## src/rtl/vector_sequencer.sv

```systemverilog
// Vector display-list sequencer: walks a combinational ROM from base_addr and
// turns each entry into beam X/Y position and beam enable for the DAC stage.
// ROM word layout is {x[7:0], y[7:0], line, pos}:
//   01 = blanked move, 10 = visible slew-limited draw, 11/00 = end of list.
// Ports:
//   clk, rst        clock, synchronous active-high reset
//   en              run request (level); a frame always runs to its end marker
//   base_addr       first list entry, sampled at start and at every restart
//   rom_addr        address to the ROM; rom_data is its word in the same cycle
//   x_out, y_out    beam position to the DACs
//   beam_on         1 = beam visible
//   busy            1 whenever the sequencer is not idle
//   frame_done      one-cycle pulse on each end-marker decode
module vector_sequencer #(
  parameter int unsigned ADDRESSWIDTH  = 16,
  parameter int unsigned DATAWIDTH     = 18,
  parameter int unsigned STEP          = 1,
  parameter int unsigned TICK_DIV      = 1,
  parameter int unsigned SETTLE_CYCLES = 4
) (
  input  logic                    clk,
  input  logic                    rst,
  input  logic                    en,
  input  logic [ADDRESSWIDTH-1:0] base_addr,
  output logic [ADDRESSWIDTH-1:0] rom_addr,
  input  logic [DATAWIDTH-1:0]    rom_data,
  output logic [7:0]              x_out,
  output logic [7:0]              y_out,
  output logic                    beam_on,
  output logic                    busy,
  output logic                    frame_done
);

  localparam int unsigned SETTLE_W = (SETTLE_CYCLES > 1) ? $clog2(SETTLE_CYCLES + 1) : 1;
  localparam int unsigned TICK_W   = (TICK_DIV > 1) ? $clog2(TICK_DIV) : 1;

  typedef enum logic [1:0] {IDLE, FETCH, SETTLE, DRAW} state_t;

  state_t              state;
  logic [SETTLE_W-1:0] settle_cnt;
  logic [TICK_W-1:0]   tick_cnt;
  logic [7:0]          tx;
  logic [7:0]          ty;

  // ROM word fields
  logic [7:0] w_x;
  logic [7:0] w_y;
  logic [1:0] w_kind;

  assign w_x    = rom_data[17:10];
  assign w_y    = rom_data[9:2];
  assign w_kind = rom_data[1:0];

  // One slew step toward the target; the 9-bit signed difference cannot wrap,
  // and a remaining distance within STEP lands exactly on the target.
  function automatic logic [7:0] slew(input logic [7:0] cur, input logic [7:0] tgt);
    logic signed [8:0] diff;
    diff = $signed({1'b0, tgt}) - $signed({1'b0, cur});
    if (diff > $signed(9'(STEP)))
      slew = cur + 8'(STEP);
    else if (diff < -$signed(9'(STEP)))
      slew = cur - 8'(STEP);
    else
      slew = tgt;
  endfunction

  logic [7:0] next_x_c;
  logic [7:0] next_y_c;
  logic       tick_c;

  // Next slew position and tick strobe for DRAW
  always_comb begin
    next_x_c = slew(x_out, tx);
    next_y_c = slew(y_out, ty);
    tick_c   = (tick_cnt == TICK_W'(TICK_DIV - 1));
  end

  // Sequencer state machine with registered outputs
  always_ff @(posedge clk) begin
    if (rst) begin
      state      <= IDLE;
      rom_addr   <= '0;
      x_out      <= '0;
      y_out      <= '0;
      beam_on    <= 1'b0;
      busy       <= 1'b0;
      frame_done <= 1'b0;
      settle_cnt <= '0;
      tick_cnt   <= '0;
      tx         <= '0;
      ty         <= '0;
    end else begin
      frame_done <= 1'b0;
      case (state)
        IDLE: begin
          beam_on <= 1'b0;
          if (en) begin
            rom_addr <= base_addr;
            busy     <= 1'b1;
            state    <= FETCH;
          end
        end

        FETCH: begin
          case (w_kind)
            2'b01: begin
              x_out   <= w_x;
              y_out   <= w_y;
              beam_on <= 1'b0;
              if (SETTLE_CYCLES > 0) begin
                settle_cnt <= SETTLE_W'(SETTLE_CYCLES);
                state      <= SETTLE;
              end else begin
                rom_addr <= rom_addr + ADDRESSWIDTH'(1);
              end
            end
            2'b10: begin
              tx       <= w_x;
              ty       <= w_y;
              beam_on  <= 1'b1;
              tick_cnt <= '0;
              state    <= DRAW;
            end
            default: begin
              // End marker: restart from a freshly sampled base, or stop
              beam_on    <= 1'b0;
              frame_done <= 1'b1;
              if (en) begin
                rom_addr <= base_addr;
              end else begin
                busy  <= 1'b0;
                state <= IDLE;
              end
            end
          endcase
        end

        SETTLE: begin
          settle_cnt <= settle_cnt - SETTLE_W'(1);
          if (settle_cnt == SETTLE_W'(1)) begin
            rom_addr <= rom_addr + ADDRESSWIDTH'(1);
            state    <= FETCH;
          end
        end

        DRAW: begin
          if (tick_c) begin
            tick_cnt <= '0;
            x_out    <= next_x_c;
            y_out    <= next_y_c;
            if ((next_x_c == tx) && (next_y_c == ty)) begin
              rom_addr <= rom_addr + ADDRESSWIDTH'(1);
              state    <= FETCH;
            end
          end else begin
            tick_cnt <= tick_cnt + TICK_W'(1);
          end
        end

        default: begin
          busy  <= 1'b0;
          state <= IDLE;
        end
      endcase
    end
  end

endmodule

```

## config.mk

```make
export PLATFORM = sky130hd
export DESIGN_NAME = vector_sequencer
export DESIGN_NICKNAME = d
export VERILOG_FILES = /design/src/rtl/vector_sequencer.sv
export SDC_FILE = /design/constraint.sdc
export NUM_CORES = 1
export LEC_CHECK = 0
export BUFFER_PORTS_ARGS = -buffer_cell sky130_fd_sc_hd__buf_4
export CAP_MARGIN = 20
export CORE_UTILIZATION = 50
export CTS_BUF_LIST = sky130_fd_sc_hd__clkbuf_8 sky130_fd_sc_hd__clkbuf_16
export DETAILED_ROUTE_END_ITERATION = 8
export GPL_ROUTABILITY_DRIVEN = 1
export MAX_ROUTING_LAYER = met4
export PLACE_DENSITY_LB_ADDON = 0.12
export SETUP_SLACK_MARGIN = 0.05
export SLEW_MARGIN = 15
export SYNTH_ARGS = -nofsm -noshare
export SYNTH_HDL_FRONTEND = slang
export SYNTH_SLANG_ARGS = --single-unit
```

## constraint.sdc

```tcl
create_clock -name clk -period 7.3 [get_ports clk]
set_input_delay 1.095 -clock clk [delete_from_list [all_inputs] [get_ports clk]]
set_output_delay 1.095 -clock clk [all_outputs]
set_load 0.1 [all_outputs]
```

==> flow_summary.toml, run 1 <==
[logic_synthesis]
synth_cell_type_count = 80
synthArstFlopShare_pct = 0
synthCells = 741
yosysTopAreaCell = "dfxtp_1"
yosys_warnings = 0
yosysMostFrequentCell = "nand2_1"
synth.top_cell.area_share_pct = 20.7
synth_common_cells = "106 x nand2_1, 62 x nor2_1, 56 x dfxtp_1"
synth_edf_count = 0
synth_area_um2 = 5420
synth_fp_nets = 805
synth_ff_type = "dfxtp_1"
avgSynthCellArea_um2 = 7.31
ys_seq_area_share_pct = 20.7
synthTopCellsByArea = "dfxtp_1 21%, nand2_1 7.3%, ha_1 6.2%"
synth_seq_cells = 56

[floorplan]
core_area_um2 = 10400
dieWidth_um = 106
die_y_um = 106
design.die.area_um2 = 11300
start_util_pct = 52.0
boundaryPins = 72
fp-row-count = 37

[cells_and_area]
fillers = 995
utilization_pct = 58.5
layout.cells.non_filler = 929
n_antenna_cell = 0
seqCellArea_um2 = 1120
nets = 856
multi_input_area_um2 = 4000
drive_above_1_share_pct = 17.0
syn_to_final_growth_pct = 12.5

[drt]
routed_via_density = 6.43
wl_per_cell_um = 18.2
drtPass1Iterations = 5
routed_wl_um = 16900
drc = 0
drtAntennaViolNets = 0
vias = 5972
first_iter_violations = 610

[timing]
finalHoldViolations = 0
min_period_ns = 5.02
relSlewSlack_pct = 34.9
tightest_slew_ns = 0.977
finalSetupViolCount = 0
setup_tns_ns = 0
clock.fmax_ghz = 0.199
post-route-period-util_pct = 68.7
maxSlewViolCount = 0
rsz0062_at_grt = "false"
fin_skew_ns = 0.00883

[pwr]
peakVddDrop_mv = 0.112
leakage_nw = 2.41
powerDensity_nw_per_um2 = 197

[worst_setup_path]
critPathSlowestCell = "dfxtp_1"
critPathLaunch = "y_out[3]"
path_delay_family = "compound AO/OA/AOI/OAI gates"
critPathBufInv = 1
critPathMaxStageDelay_ns = 0.64
critPathCaptureType = "register"
path_cells = "clkinv_1 -> ha_1 -> a21o_1 -> a221oi_2 -> nand2_1 -> xnor2_1 -> a31oi_2 -> a22oi_2 -> o22ai_1 -> a2111oi_4 -> nand4b_1 -> o311a_1 -> a211o_2"
cp_data_arrival_time_ns = 5.23
crit_type = "reg -> reg"
crit_required_ns = 7.52
r2r_start = "y_out[3]"
cp_max_fo = 14
start_kind = "register"

[flow_run]
drv_cap = 0

[grt]
grt-ovfl-total = 0
grt_pass1_wl_um = 27200
antenna_found_initial = 0
track_usage_pct = 30.8
grt_pass1_vias = 5208
grt_max_degree = 52

[clocking]
cts_hold_buffers = 0
numClockSinks = 56
clk_pin_slew_worst_paths_ns = 0.11
htree_num_levels = 2
clockRootBuffer = "clkbuf_8"
clkLatencyLatePin_ns = 0.32
cts_tree = "done"
cts_buffer_depth = 2
cts_resized = 0
post_cts_buffers = 0
cts_made_buffers = 5

[outcome]
status = "finished, final reports clean"

[place]
dp_hpwl_um = 12600
place.gp.congestion = 0.963
dp.cells = 920
portBuffers = 71

[worst_hold_path]
hold_start = "busy"
hold_class = "reg -> reg"
tightest hold or removal path: cells and delay by family (launching register included):
kind	cells	cell delay (ns)
AND/OR/NAND/NOR	1	0.06
AO/OA/AOI/OAI	1	0.05
flip-flops	1	0.34
power breakdown:
part | switching (W) | leakage [nW] | internal (W) | total, W
registers | 0.0000369 | 0.457 | 0.000324 | 0.000361
logic | 0.000437 | 1.90 | 0.000225 | 0.000663
clock network | 0.000111 | 0.0507 | 0.0000664 | 0.000178
total | 0.000586 | 2.41 | 0.000616 | 0.00120
logic make-up (layout without fill, tap and decap cells):
group / Yosys count / after routing / share of synthesized area [%]
AO/OA/AOI/OAI: 218 / 218 / 30.0
AND/OR/NAND/NOR: 326 / 326 / 30.1
multiplexers: 11 / 11 / 2.24
XOR/XNOR: 30 / 30 / 4.85
flip-flops: 56 / 56 / 20.7
buffers and inverters: 71 / 123 / 5.47
adder cells (fa/ha/maj): 29 / 29 / 6.65
stage by stage:
stage          setup WS, ns  hold slack (ns)  cell area [µm²]  total power (W)
2_1_floorplan          2.47            0.463             5420         0.000857
3_5_place_dp           2.40            0.468             6000          0.00101
3_3_place_gp           2.30            0.455             6000          0.00101
6_report               2.28            0.485             6100          0.00120
4_1_cts                2.39            0.484             6090          0.00119
5_1_grt                1.89            0.502             6100          0.00127
sequential cells by signal (all words and copies together) (netlist names):
signal      cells
frame_done      1
rom_addr       16
tx              8
settle_cnt      3
busy            1
y_out           8
x_out           8
ty              8
state           2
beam_on         1
metal layers:
layer | vias to the layer above | GRT usage [%] | routed length [µm]
met4 | 0 | 6.05 | 150
met1 | 2818 | 43.7 | 7870
met5 | - | - | 0
met3 | 12 | 3.68 | 1180
met2 | 282 | 47.2 | 7710
li1 | 2860 | - | -
path summary, 6_finish.rpt:
check,to,slack (ns),depth (start not counted)
min,busy,0.49,2
max,rom_addr[15],2.28,13
max reg2reg,rom_addr[15],2.28,13
min reg2reg,busy,0.49,2
layout make-up:
type | instances | share of cell area [%]
multi-input cells | 614 | 65.6
repair buffers | 77 | 9.44
inverters | 38 | 2.34
flip-flops and latches | 56 | 18.4
clock inverters | 3 | 0.267
clock buffers | 5 | 1.13
well taps | 136 | 2.79
cell usage in the layout (no fill, tap or decap), types with 6 or more instances in the layout:
| cell | n |
|---|---|
| nand2_1 | 106 |
| buf_4 | 76 |
| nor2_1 | 62 |
| dfxtp_1 | 56 |
| a21oi_1 | 50 |
| inv_1 | 39 |
| nand3_1 | 33 |
| nor3_1 | 28 |
| ha_1 | 27 |
| xnor2_1 | 25 |
| o21ai_0 | 24 |
| a21o_1 | 16 |
| o211ai_1 | 16 |
| and3_1 | 14 |
| nor2b_1 | 13 |
| and2_1 | 12 |
| a222oi_1 | 12 |
| or2_2 | 11 |
| a221oi_1 | 9 |
| mux2_2 | 9 |
| a211oi_1 | 9 |
| nand4_1 | 8 |
| a31oi_1 | 8 |
| nor3b_1 | 7 |
| o21a_1 | 6 |
Note: power is estimated with default switching activity, not from simulation.
==> run 2: changes to the inputs <==
- ABC_AREA: not set -> 1
- clock period: 7.3 -> 4.87 ns (I/O delays scaled with it)
==> run 2 against run 1 <==
Effect of this change: sequential cell count unchanged; largest power group unchanged; final cell count increased by 16%; clock skew increased by 0.0020 ns; setup slack got worse by 1.2 ns; global-route usage decreased by 4.2 points; sequential share of layout area increased by 0.61 points; final area decreased by 3.2%; power increased by 130%; first-iteration DRC count decreased by 48%; worst hold slack improved by 0.0015 ns.
==> flow_summary.toml, run 2 <==
[cells_and_area]
nets = 1003
n_antenna_cell = 0
drive_above_1_share_pct = 11.9
layout.cells.non_filler = 1073
largest_reg_flops = 16
regMostFlops = "rom_addr"
layout.cells.most_common = "nand2_1"
fillers = 1014
utilization_pct = 59.5
layout_common_cells = "258 x nand2_1, 127 x inv_1, 107 x nand3_1"
syn_to_final_growth_pct = 13.9

[flow_run]
drv_cap = 0

[clocking]
cts_hold_buffers = 0
cts_tree = "done"
cts_made_buffers = 5
htree_num_levels = 2
clkLatencyLatePin_ns = 0.33
cts_resized = 0
clk_pin_slew_worst_paths_ns = 0.11
clockRootBuffer = "clkbuf_8"
numClockSinks = 56
post_cts_buffers = 0
cts_buffer_depth = 2

[timing]
maxSlewViolCount = 0
finalHoldViolations = 0
relSlewSlack_pct = 33.0
setup_tns_ns = 0
tightest_slew_ns = 1.00
fin_skew_ns = 0.0108
post-route-period-util_pct = 77.0
clock.fmax_ghz = 0.267
min_period_ns = 3.75
rsz0062_at_grt = "false"
finalSetupViolCount = 0

[grt]
grt_max_degree = 37
antenna_found_initial = 0
grt-ovfl-total = 0
track_usage_pct = 26.7
grt_pass1_wl_um = 23500
grt_pass1_vias = 5096

[pwr]
internal_power_w = 0.00120
power_frac_comb_pct = 67.8
powerDensity_nw_per_um2 = 464
clockPowerShare_pct = 10.5
p_seq_share_pct = 21.7
leakage_nw = 3.13
peakVddDrop_mv = 0.261
net-switching-power_w = 0.00154
switching_share_pct = 56.2

[drt]
drc = 0
vias = 5615
wl_per_cell_um = 12.9
drtPass1Iterations = 7
first_iter_violations = 317
drtAntennaViolNets = 0
routed_via_density = 5.23
routed_wl_um = 13800

[logic_synthesis]
synthTopCellsByArea = "dfxtp_1 22%, nand2_1 19%, nand3_1 10%"
synth_ff_type = "dfxtp_1"
synth_cell_type_count = 34
synth.top_cell.area_share_pct = 21.6
synth_seq_cells = 56
avgSynthCellArea_um2 = 5.86
synthArstFlopShare_pct = 0
yosysTopAreaCell = "dfxtp_1"
yosys_warnings = 0
synth_fp_nets = 947
synth_common_cells = "258 x nand2_1, 127 x inv_1, 107 x nand3_1"
synthCells = 883
yosysMostFrequentCell = "nand2_1"
ys_seq_area_share_pct = 21.6
synth_area_um2 = 5180
synth_edf_count = 0

[floorplan]
design.die.area_um2 = 10800
core_area_um2 = 9910
die_y_um = 104
start_util_pct = 52.3
fp-row-count = 36
dieWidth_um = 104
boundaryPins = 72

[worst_setup_path]
crit_type = "reg -> reg"
critPathCaptureType = "register"
r2r_cells = 22
crit_required_ns = 5.14
rr_endpoint = "rom_addr[2]"
cp_data_arrival_time_ns = 4.02
cp_max_fo = 24
critPathLaunch = "y_out[2]"
r2r_setup_slack_ns = 1.12
crit_path_end = "rom_addr[2]"
r2r_start = "y_out[2]"
start_kind = "register"

[worst_hold_path]
whs_path_depth = 2
hold_class = "reg -> reg"

[place]
portBuffers = 71
place.gp.congestion = 0.955
dp_hpwl_um = 10600
dp.cells = 1064

[outcome]
status = "finished, final reports clean"
## run 2: power by group through the flow
stage	Combinational [W]	Clock (W)	Sequential [W]
after floorplan	0.00122	0	0.000876
after global placement	0.00180	0	0.000600
after detailed placement	0.00183	0	0.000601
after CTS	0.00184	0.000293	0.000591
after global routing	0.00208	0.000310	0.000601
final	0.00186	0.000289	0.000593
## run 2: cell type report
type,count,area [µm²],share of cell area [%]
multi-input cells,667,3430,58.1
well taps,133,166,2.82
clock inverters,2,13.8,0.233
repair buffers,75,583,9.88
inverters,134,503,8.52
clock buffers,6,82.6,1.40
flip-flops and latches,56,1120,19.0
## run 2: per-stage QoR
step	hold slack, ns	area, µm²	setup WS [ns]	power [W]
finish	0.487	5900	1.12	0.00274
global route	0.506	5900	0.767	0.00300
CTS	0.487	5870	1.15	0.00272
detailed placement	0.468	5780	1.18	0.00243
global placement	0.452	5780	1.25	0.00240
floorplan	0.455	5180	1.22	0.00209
## run 2: layer usage
layer	GRT usage [%]	vias up	part of all wire, %
met3	3.59	11	6.2
met1	35.5	2513	48
met4	5.10	0	0.99
met5	-	-	0
met2	43.5	163	45
li1	-	2928	-
## run 2: worst min-delay path by stage
stage | to | start
2_1_floorplan | settle_cnt[0] | settle_cnt[0]
3_3_place_gp | busy | busy
3_5_place_dp | busy | busy
4_1_cts | busy | busy
5_1_grt | beam_on | beam_on
6_report | busy | busy
## run 2: logic make-up after synthesis
kind of cell	Yosys count	synth area share, %
simple gates	513	44.0
buf+inv	160	12.1
compound gates	89	9.11
flops	56	21.6
xor+xnor	31	5.24
fa+ha+maj	27	6.52
mux	7	1.35
## run 2: worst max-delay path: stages (launching register included)
cell and delay (ns):
dfxtp_1 0.55, inv_1 0.14, ha_1 0.39, or2_4 0.27
nand3_1 0.16, nand2_1 0.10, nand2_1 0.07, nand2_1 0.05
nor2_1 0.12, nand2_2 0.14, nand2_4 0.15, nand2_2 0.16
nand2_1 0.11, o21ai_1 0.06, nor2_1 0.10, nand2_1 0.09
nor2_1 0.16, nand2_1 0.08, nand2_2 0.21, nand3_4 0.29
nand2_1 0.13, nand2_1 0.06, nor2_1 0.10
